File: config.mk
export PLATFORM = sky130hd
export DESIGN_NAME = wd_config_bank_flat
export DESIGN_NICKNAME = d
export VERILOG_FILES = /design/src/rtl/wd_config_bank_if.sv /design/src/rtl/wd_config_bank.sv /design/src/flat_wrapper.sv
export SDC_FILE = /design/constraint.sdc
export NUM_CORES = 1
export LEC_CHECK = 0
export BUFFER_PORTS_ARGS = -buffer_cell sky130_fd_sc_hd__buf_2
export CELL_PAD_IN_SITES_DETAIL_PLACEMENT = 1
export CELL_PAD_IN_SITES_GLOBAL_PLACEMENT = 1
export CORE_UTILIZATION = 45
export DETAILED_ROUTE_END_ITERATION = 8
export GPL_TIMING_DRIVEN = 0
export PLACE_DENSITY = 0.95
export SLEW_MARGIN = 30
export SYNTH_ARGS = -nofsm -noshare
export SYNTH_HDL_FRONTEND = slang
export SYNTH_SLANG_ARGS = --single-unit
File: constraint.sdc
create_clock -name CLK -period 4.45 [get_ports CLK]
set_clock_uncertainty 0.1 [all_clocks]
set_input_delay 0.445 -clock CLK [delete_from_list [all_inputs] [get_ports CLK]]
set_output_delay 0.445 -clock CLK [all_outputs]
set_load 0.01 [all_outputs]
File: src/rtl/wd_config_bank_if.sv
// Host-side register bus for the watchdog configuration bank.
// The host drives the strobes, address and write data; the bank returns registered read data.
interface wd_config_bank_if #(
    parameter int DATA_W = 16,
    parameter int ADDR_W = 3
);
    logic              WREN;
    logic              RDEN;
    logic [ADDR_W-1:0] ABUS;
    logic [DATA_W-1:0] DBUS;
    logic [DATA_W-1:0] RDATA;
    logic              RVALID;

    modport master (
        output WREN,
        output RDEN,
        output ABUS,
        output DBUS,
        input  RDATA,
        input  RVALID
    );

    modport slave (
        input  WREN,
        input  RDEN,
        input  ABUS,
        input  DBUS,
        output RDATA,
        output RVALID
    );
endinterface

File: src/rtl/wd_config_bank.sv
// Watchdog configuration/status bank: window/limit registers with key-unlock write protection,
// self-clearing service pulse, sticky error flag and registered readback.
//
// state | meaning
// OPEN  | protected registers writable; SERVICE write with bit 4 set locks the bank
// LOCK  | protected writes rejected; waiting for KEY_A on the KEY register
// KEY1  | KEY_A seen; the very next write must be KEY_B
// ARMED | one protected write allowed, then back to LOCK
module wd_config_bank #(
    parameter int          DATA_W = 16,
    parameter int          ADDR_W = 3,
    parameter logic [15:0] KEY_A  = 16'hA5A5,
    parameter logic [15:0] KEY_B  = 16'h5A5A
) (
    input  logic              CLK,
    input  logic              RST,
    wd_config_bank_if.slave   bus,
    output logic [DATA_W-1:0] FWLEN,
    output logic [DATA_W-1:0] SWLEN,
    output logic [DATA_W-1:0] RST_LMT,
    output logic              WDSRVC,
    output logic              INIT,
    output logic [2:0]        FLSTAT,
    output logic              LOCKED,
    output logic              CFG_ERR,
    output logic              VIOL
);

    localparam int NUM_SCR = (1 << ADDR_W) - 6;

    localparam logic [ADDR_W-1:0] A_FWLEN   = ADDR_W'(0);
    localparam logic [ADDR_W-1:0] A_SWLEN   = ADDR_W'(1);
    localparam logic [ADDR_W-1:0] A_SERVICE = ADDR_W'(2);
    localparam logic [ADDR_W-1:0] A_RSTLMT  = ADDR_W'(3);
    localparam logic [ADDR_W-1:0] A_KEY     = ADDR_W'(4);
    localparam logic [ADDR_W-1:0] A_STATUS  = ADDR_W'(5);

    localparam logic [DATA_W-1:0] KEY_A_W = DATA_W'(KEY_A);
    localparam logic [DATA_W-1:0] KEY_B_W = DATA_W'(KEY_B);

    typedef enum logic [1:0] {
        ST_OPEN  = 2'b00,
        ST_LOCK  = 2'b01,
        ST_KEY1  = 2'b10,
        ST_ARMED = 2'b11
    } state_t;

    state_t            r_state;
    state_t            w_state_nxt;

    logic [DATA_W-1:0] r_fwlen;
    logic [DATA_W-1:0] r_swlen;
    logic [DATA_W-1:0] r_rst_lmt;
    logic              r_init;
    logic [2:0]        r_flstat;
    logic              r_wdsrvc;
    logic              r_cfg_err;
    logic              r_viol;
    logic [DATA_W-1:0] r_scratch [NUM_SCR];
    logic [DATA_W-1:0] r_rdata;
    logic              r_rvalid;

    logic              w_is_prot;
    logic              w_is_key;
    logic              w_wr_srv;
    logic              w_wr_stat;
    logic              w_prot_ok;
    logic              w_viol;
    logic [DATA_W-1:0] w_rd_data;

    assign w_is_prot = (bus.ABUS == A_FWLEN) || (bus.ABUS == A_SWLEN) || (bus.ABUS == A_RSTLMT);
    assign w_is_key  = (bus.ABUS == A_KEY);
    assign w_wr_srv  = bus.WREN && (bus.ABUS == A_SERVICE);
    assign w_wr_stat = bus.WREN && (bus.ABUS == A_STATUS);

    always_ff @(posedge CLK) begin
        if (RST) begin
            r_state <= ST_OPEN;
        end else begin
            r_state <= w_state_nxt;
        end
    end

    always_comb begin
        w_state_nxt = r_state;
        w_prot_ok   = 1'b0;
        w_viol      = 1'b0;
        if (bus.WREN) begin
            case (r_state)
                ST_OPEN: begin
                    w_prot_ok = w_is_prot;
                    if ((bus.ABUS == A_SERVICE) && bus.DBUS[4]) begin
                        w_state_nxt = ST_LOCK;
                    end
                end
                ST_LOCK: begin
                    if (w_is_key) begin
                        if (bus.DBUS == KEY_A_W) begin
                            w_state_nxt = ST_KEY1;
                        end else begin
                            w_viol = 1'b1;
                        end
                    end else if (w_is_prot) begin
                        w_viol = 1'b1;
                    end
                end
                ST_KEY1: begin
                    if (w_is_key && (bus.DBUS == KEY_B_W)) begin
                        w_state_nxt = ST_ARMED;
                    end else begin
                        // Broken sequence drops back to LOCK, and the offending write
                        // is then judged as a LOCK-state write (KEY_A restarts the sequence).
                        w_viol      = 1'b1;
                        w_state_nxt = (w_is_key && (bus.DBUS == KEY_A_W)) ? ST_KEY1 : ST_LOCK;
                    end
                end
                ST_ARMED: begin
                    if (w_is_prot) begin
                        w_prot_ok   = 1'b1;
                        w_state_nxt = ST_LOCK;
                    end
                end
                default: w_state_nxt = ST_OPEN;
            endcase
        end
    end

    always_comb begin
        w_rd_data = '0;
        case (bus.ABUS)
            A_FWLEN:   w_rd_data = r_fwlen;
            A_SWLEN:   w_rd_data = r_swlen;
            A_RSTLMT:  w_rd_data = r_rst_lmt;
            A_SERVICE: begin
                w_rd_data[4]   = r_init;
                w_rd_data[2:0] = r_flstat;
            end
            A_KEY:     w_rd_data = '0;
            A_STATUS:  begin
                w_rd_data[3]   = r_cfg_err;
                w_rd_data[2]   = LOCKED;
                w_rd_data[1:0] = r_state;
            end
            default: begin
                for (int i = 0; i < NUM_SCR; i++) begin
                    if (bus.ABUS == ADDR_W'(i + 6)) begin
                        w_rd_data = r_scratch[i];
                    end
                end
            end
        endcase
    end

    always_ff @(posedge CLK) begin
        if (RST) begin
            r_fwlen   <= '0;
            r_swlen   <= '0;
            r_rst_lmt <= '0;
            r_init    <= 1'b0;
            r_flstat  <= '0;
            r_wdsrvc  <= 1'b0;
            r_cfg_err <= 1'b0;
            r_viol    <= 1'b0;
            r_rdata   <= '0;
            r_rvalid  <= 1'b0;
            for (int i = 0; i < NUM_SCR; i++) begin
                r_scratch[i] <= '0;
            end
        end else begin
            if (w_prot_ok) begin
                if (bus.ABUS == A_FWLEN)  r_fwlen   <= bus.DBUS;
                if (bus.ABUS == A_SWLEN)  r_swlen   <= bus.DBUS;
                if (bus.ABUS == A_RSTLMT) r_rst_lmt <= bus.DBUS;
            end
            if (w_wr_srv) begin
                r_flstat <= bus.DBUS[2:0];
                r_init   <= r_init | bus.DBUS[4];
            end
            r_wdsrvc <= w_wr_srv && bus.DBUS[3];
            r_viol   <= w_viol;
            // A violation in the same cycle as a clear request keeps the flag set.
            if (w_viol) begin
                r_cfg_err <= 1'b1;
            end else if (w_wr_stat && bus.DBUS[2]) begin
                r_cfg_err <= 1'b0;
            end
            for (int i = 0; i < NUM_SCR; i++) begin
                if (bus.WREN && (bus.ABUS == ADDR_W'(i + 6))) begin
                    r_scratch[i] <= bus.DBUS;
                end
            end
            r_rvalid <= bus.RDEN;
            if (bus.RDEN) begin
                r_rdata <= w_rd_data;
            end
        end
    end

    assign FWLEN      = r_fwlen;
    assign SWLEN      = r_swlen;
    assign RST_LMT    = r_rst_lmt;
    assign WDSRVC     = r_wdsrvc;
    assign INIT       = r_init;
    assign FLSTAT     = r_flstat;
    assign LOCKED     = (r_state == ST_LOCK) || (r_state == ST_KEY1);
    assign CFG_ERR    = r_cfg_err;
    assign VIOL       = r_viol;
    assign bus.RDATA  = r_rdata;
    assign bus.RVALID = r_rvalid;

endmodule

File: src/flat_wrapper.sv
// flat-port wrapper written by rule: the top's interface ports become plain ports
module wd_config_bank_flat 
#(
    parameter int          DATA_W = 16,
    parameter int          ADDR_W = 3,
    parameter logic [15:0] KEY_A  = 16'hA5A5,
    parameter logic [15:0] KEY_B  = 16'h5A5A
)
  (CLK, RST, FWLEN, SWLEN, RST_LMT, WDSRVC, INIT, FLSTAT, LOCKED, CFG_ERR, VIOL, bus_WREN, bus_RDEN, bus_ABUS, bus_DBUS, bus_RDATA, bus_RVALID);
  wd_config_bank_if #(.DATA_W(DATA_W), .ADDR_W(ADDR_W)) bus_i ();
  input  logic CLK;
  input  logic RST;
  output logic [DATA_W-1:0] FWLEN;
  output logic [DATA_W-1:0] SWLEN;
  output logic [DATA_W-1:0] RST_LMT;
  output logic WDSRVC;
  output logic INIT;
  output logic [2:0] FLSTAT;
  output logic LOCKED;
  output logic CFG_ERR;
  output logic VIOL;
  input wire logic [$bits(bus_i.WREN)-1:0] bus_WREN;
  input wire logic [$bits(bus_i.RDEN)-1:0] bus_RDEN;
  input wire logic [$bits(bus_i.ABUS)-1:0] bus_ABUS;
  input wire logic [$bits(bus_i.DBUS)-1:0] bus_DBUS;
  output wire logic [$bits(bus_i.RDATA)-1:0] bus_RDATA;
  output wire logic [$bits(bus_i.RVALID)-1:0] bus_RVALID;
  assign bus_i.WREN = bus_WREN;
  assign bus_i.RDEN = bus_RDEN;
  assign bus_i.ABUS = bus_ABUS;
  assign bus_i.DBUS = bus_DBUS;
  assign bus_RDATA = bus_i.RDATA;
  assign bus_RVALID = bus_i.RVALID;
  wd_config_bank #(.DATA_W(DATA_W), .ADDR_W(ADDR_W), .KEY_A(KEY_A), .KEY_B(KEY_B)) u_core (.CLK(CLK), .RST(RST), .bus(bus_i), .FWLEN(FWLEN), .SWLEN(SWLEN), .RST_LMT(RST_LMT), .WDSRVC(WDSRVC), .INIT(INIT), .FLSTAT(FLSTAT), .LOCKED(LOCKED), .CFG_ERR(CFG_ERR), .VIOL(VIOL));
endmodule
; ---- Word-level counts from Yosys, hierarchy flattened
; Memories as Yosys holds them, arrays and structs flattened.
; Cells that the tools add are included.
[totals]
ff_bits = 74
ramBits = 32
inputBits = 23
n_memories = 1
[op_classes]
eq_ne = 16
mux = 33
bitwise = 3
reduce_logical = 22
[memory_table]
columns = memory, words, width, rd, rd_ports_with_merged_regs, wr, line_no
row1 = u_core.r_scratch, 2, 16, 2, 0, 2, wd_config_bank.sv:59  ; logic [DATA_W-1:0] r_scratch [NUM_SCR];
[ops]
columns = cell, n
row1 = 16-bit two-way mux, 4
row2 = 11-bit case mux with 4 select lines, 1
row3 = 3-bit case mux with 6 select lines, 1
row4 = "16-bit by 15-bit equality test with 1-bit output, second input constant", 1
row5 = "16-bit equality test, second input constant", 1
row6 = 1-bit two-way mux, 16
row7 = "3-bit equality test, second input constant", 4
row8 = 2-bit two-way mux, 6
row9 = 1-bit case mux with 5 select lines, 2
row10 = 1-bit logical AND, 9
row11 = "2-bit by 1-bit inequality test with 1-bit output, second input constant", 4
row12 = 2-bit case mux with 4 select lines, 1
row13 = "3-bit by 2-bit equality test with 1-bit output, second input constant", 2
row14 = 2-bit AND reduction, 3
row15 = 5-bit AND reduction, 1
row16 = "2-bit equality test, second input constant", 2
row17 = 1-bit case mux with 2 select lines, 2
row18 = 2-bit OR reduction, 2
row19 = "3-bit by 1-bit equality test with 1-bit output, second input constant", 1
row20 = 3-bit logical NOT, 1
row21 = 1-bit logical OR, 3
row22 = 1-bit OR, 3
row23 = 3-bit OR reduction, 1
row24 = "2-bit by 1-bit equality test with 1-bit output, second input constant", 1
row25 = 2 further kinds, 2

; ---- Depth between registers and ports, before layout
[logic_depth]
ltp_word = 8
depth_mapped = 8

; ---- Least setup slack after synthesis
; OpenSTA, ideal clock, no wires.
[synth_timing]
path_type = input -> register
startpoint = in bus_ABUS[2]
endpoint = mem u_core.r_scratch[0][0] (enable)
setup_ps = 391
arrival_time_ps = 1751
t_required_ps = 3959
setup_slack_ps = 2208
cell_stages = 5
cell_sequence = buf_4 -> and2_1 -> clkbuf_1 -> nand2_1 -> o21ai_1
[synth_lines]
columns = element, line_no
row1 = "start, declared", flat_wrapper.sv:24  ; input wire logic [$bits(bus_i.ABUS)-1:0] bus_ABUS;
row2 = "end, declared", wd_config_bank.sv:59

; ---- Worst setup path in the final report
[layout_timing]
startpoint = reg u_core.r_state[1]
endpoint = reg u_core.r_rst_lmt[13], in the netlist u_core.RST_LMT[13]
[layout_between]
elab_chain_cells = 4
word_cells_on_any_way = 5
[layout_rtl]
columns = element, line_no
row1 = "start, declared", wd_config_bank.sv:48  ; state_t r_state;
row2 = "start signal, assigned", wd_config_bank.sv:80  ; r_state <= w_state_nxt;
row3 = 2-bit equality test or 2-bit logical NOT (tied branches), wd_config_bank.sv:89  ; case (r_state)
row4 = 1-bit case mux with 2 select lines (*), wd_config_bank.sv:89
row5 = 1-bit two-way mux (*), wd_config_bank.sv:88  ; if (bus.WREN) begin
row6 = 2-bit AND reduction (no source line) (*), -
row7 = "end signal, assigned", wd_config_bank.sv:173  ; if (bus.ABUS == A_RSTLMT) r_rst_lmt <= bus.DBUS;
row8 = "end, declared", wd_config_bank.sv:53  ; logic [DATA_W-1:0] r_rst_lmt;
; Mark *: on every way between the ends. The rest lies on a longest branch, timed or not.
; A chain may end at the register's enable or synchronous reset.

==> results.cfg <==
[outcome]
status = finished clean

[grt]
grt_pass1_vias = 4218
grt_max_degree = 18
grtUsageTotal = 0.309
grt_pass1_wl_mm = 23.7
gr-total-overflow = 0
antenna_found_initial = 0

[floorplanning]
fp.dieW_um = 103
die-area_um2 = 10600
rows = 36
io_pins = 96
initial_utilization = 0.467
die_h_um = 103
core_area_um2 = 9820

[timing]
timing.slew.headroom = 0.354
worst_slew_pin_slew_ns = 0.969
hold_ws_ns = 0.244
final-max-slew-violation-count = 0
timing.final.ws_setup_ns = 1.58
finalCritPeriodShare = 0.644
tns_ns = 0
rsz0062_at_grt = false
setup_viol = 0
hold_viol = 0
layout_min_cycle_time_ns = 2.87
fmax_mhz = 349

[power_and_ir_drop]
swShare = 0.267
p_seq_frac = 0.553
power.internal_mw = 1.40
clkPwrFrac = 0.335
switchingPower_mw = 0.510
power.total_mw = 1.91
combPwrFrac = 0.112
leakagePower_nw = 2.11
power.density_nw_per_um2 = 351
peakVddDrop_v = 0.000177

[worst_setup_path]
cp-start-kind = register
worstPathMaxFanout = 10
worstPathRequired_ns = 4.59
cp_data_arrival_time_ns = 3.01
cp-end-kind = register
setup.worst_path.class = register to register

[synth]
syn_area_per_cell_um2 = 9.84
yosysSeqAreaShare = 0.532
yosysTopAreaCell = dfxtp_1
synth_edf_count = 32
ys_seq_elements = 106
netlist_instances = 466
synth_top_area_share = 0.323
syn-cell-area_um2 = 4590
synth_common_cells = dfxtp_1, nand2_1, nor2_1
synth_area_leaders = dfxtp_1, edfxtp_1, nand2_1
yosys_warnings = 0
ys.flop_type = dfxtp_1
ys_async_sr_fraction = 0
synth_nets = 493
synth_cell_types = 46

[clocking]
htreeDepth = 3
ctsResizeCount = 0
cts_tree = done
path_clk_slew_ns = 0.11
root_buffer = clkbuf_8
numCtsBuffers = 9
clock_latency_ns = 0.38
ctsHoldBuffers = 0
cts_max_path_buffers = 2
postCtsSetupRepairBufs = 0
cts_sinks = 106

[detailed_routing]
first_pass_iters = 5
drc = 0
wl_per_cell_um = 22.4
drtAntennaViolNets = 0
viasPerCell = 5.99
drtIter0Drc = 324
vias = 4248
routed_wl_mm = 15.9

[finish]
area_growth_pct = 18.8
seq_area_um2 = 2440
drive_gt1_frac = 0.238
diodes = 0
multi_input_area_um2 = 2020
fin_cells = 709
final_net_count = 598
fillCellCount = 1161

[placement]
dp.cells = 693
dp_slack_ns = 1.62
io_buffers = 94
hpwlAfterDp_mm = 11.7
gp_congestion = 0.905

[min_path]
hp-class = input port to register

[run]
max_cap_violations = 0
==> stage by stage <==
| stage | cell area, um2 | utilization |
|---|---|---|
| 2_1_floorplan | 4590 | - |
| 3_3_place_gp | 5220 | 0.532 |
| 3_5_place_dp | 5230 | 0.533 |
| 4_1_cts | 5440 | 0.554 |
| 5_1_grt | 5450 | 0.555 |
| 6_report | 5450 | 0.555 |
==> cells by family (layout without fill, tap and decap cells) <==
logic type,Yosys count,after routing,share of synthesized area
flops,106,106,0.532
fa+ha+maj,4,4,0.0109
buf+inv,34,144,0.0300
mux,41,41,0.0985
compound gates,99,99,0.141
simple gates,182,182,0.187
==> layer usage <==
layer / GRT usage / wire (um) / part of all wire
met5: 0 / 0 / 0
met4: 0.114 / 417 / 0.026
met3: 0.0434 / 1220 / 0.077
met2: 0.524 / 7880 / 0.50
met1: 0.401 / 6390 / 0.40
==> final cells by class <==
cell class	count	share of cell area
sequential	106	0.448
tap	133	0.0305
clock buffer	10	0.0273
multi-input combinational	326	0.371
buffer	30	0.0225
clock inverter	6	0.0115
timing repair buffer	94	0.0864
inverter	4	0.00276
==> layout by cell type (no fill, tap or decap), types with 5 or more instances in the layout <==
master    synthesis  layout
a211oi_1         14      14
a21oi_1          42      42
a221oi_1         10      10
a22oi_1          10      10
and2_1           18      18
buf_2             5      99
clkbuf_1         21      21
clkbuf_8          0       9
dfxtp_1          74      74
edfxtp_1         32      32
mux2_2            9       9
mux2i_1          26      26
nand2_1          74      74
nand2b_1          7       7
nor2_1           56      56
o211ai_1          5       5
o21ai_1           7       5
==> state kept, by name (all words and copies together) (netlist names), 2 cells and up <==
signal / cells
u_core.r_state: 2
u_core.SWLEN: 16
u_core.RST_LMT: 16
u_core.bus.RDATA: 16
u_core.r_scratch: 32
u_core.FWLEN: 16
u_core.FLSTAT: 3
==> power groups by stage <==
stage	combinational [mW]	sequential, mW	clock [mW]
6_report	0.214	1.06	0.640
5_1_grt	0.228	1.06	0.674
4_1_cts	0.210	1.06	0.631
3_5_place_dp	0.208	1.08	0
3_3_place_gp	0.195	1.07	0
2_1_floorplan	0.110	1.08	0
==> path summary, 6_finish.rpt <==
path,from,slack [ns],endpoint,cells past startpoint
worst max-delay path,u_core.r_state[1]$_SDFFE_PP0P_,1.58,u_core.RST_LMT[13]$_SDFFE_PP0P_,7
worst min-delay path,bus_DBUS[11],0.24,u_core.SWLEN[11]$_SDFFE_PP0P_,3
worst max register to register,u_core.r_state[1]$_SDFFE_PP0P_,1.58,u_core.RST_LMT[13]$_SDFFE_PP0P_,7
worst min register to register,u_core.bus.RDATA[0]$_SDFFE_PP0P_,0.38,u_core.bus.RDATA[0]$_SDFFE_PP0P_,2
==> worst max-delay path, stage by stage, from the launching register on <==
cell      delay [ns]
dfxtp_1         0.50
inv_1           0.11
ha_1            0.38
nand3b_1        0.29
nor2_2          0.48
buf_2           0.42
mux2i_1         0.33
nor2_1          0.10
Note: power is estimated with default switching activity, not from simulation.
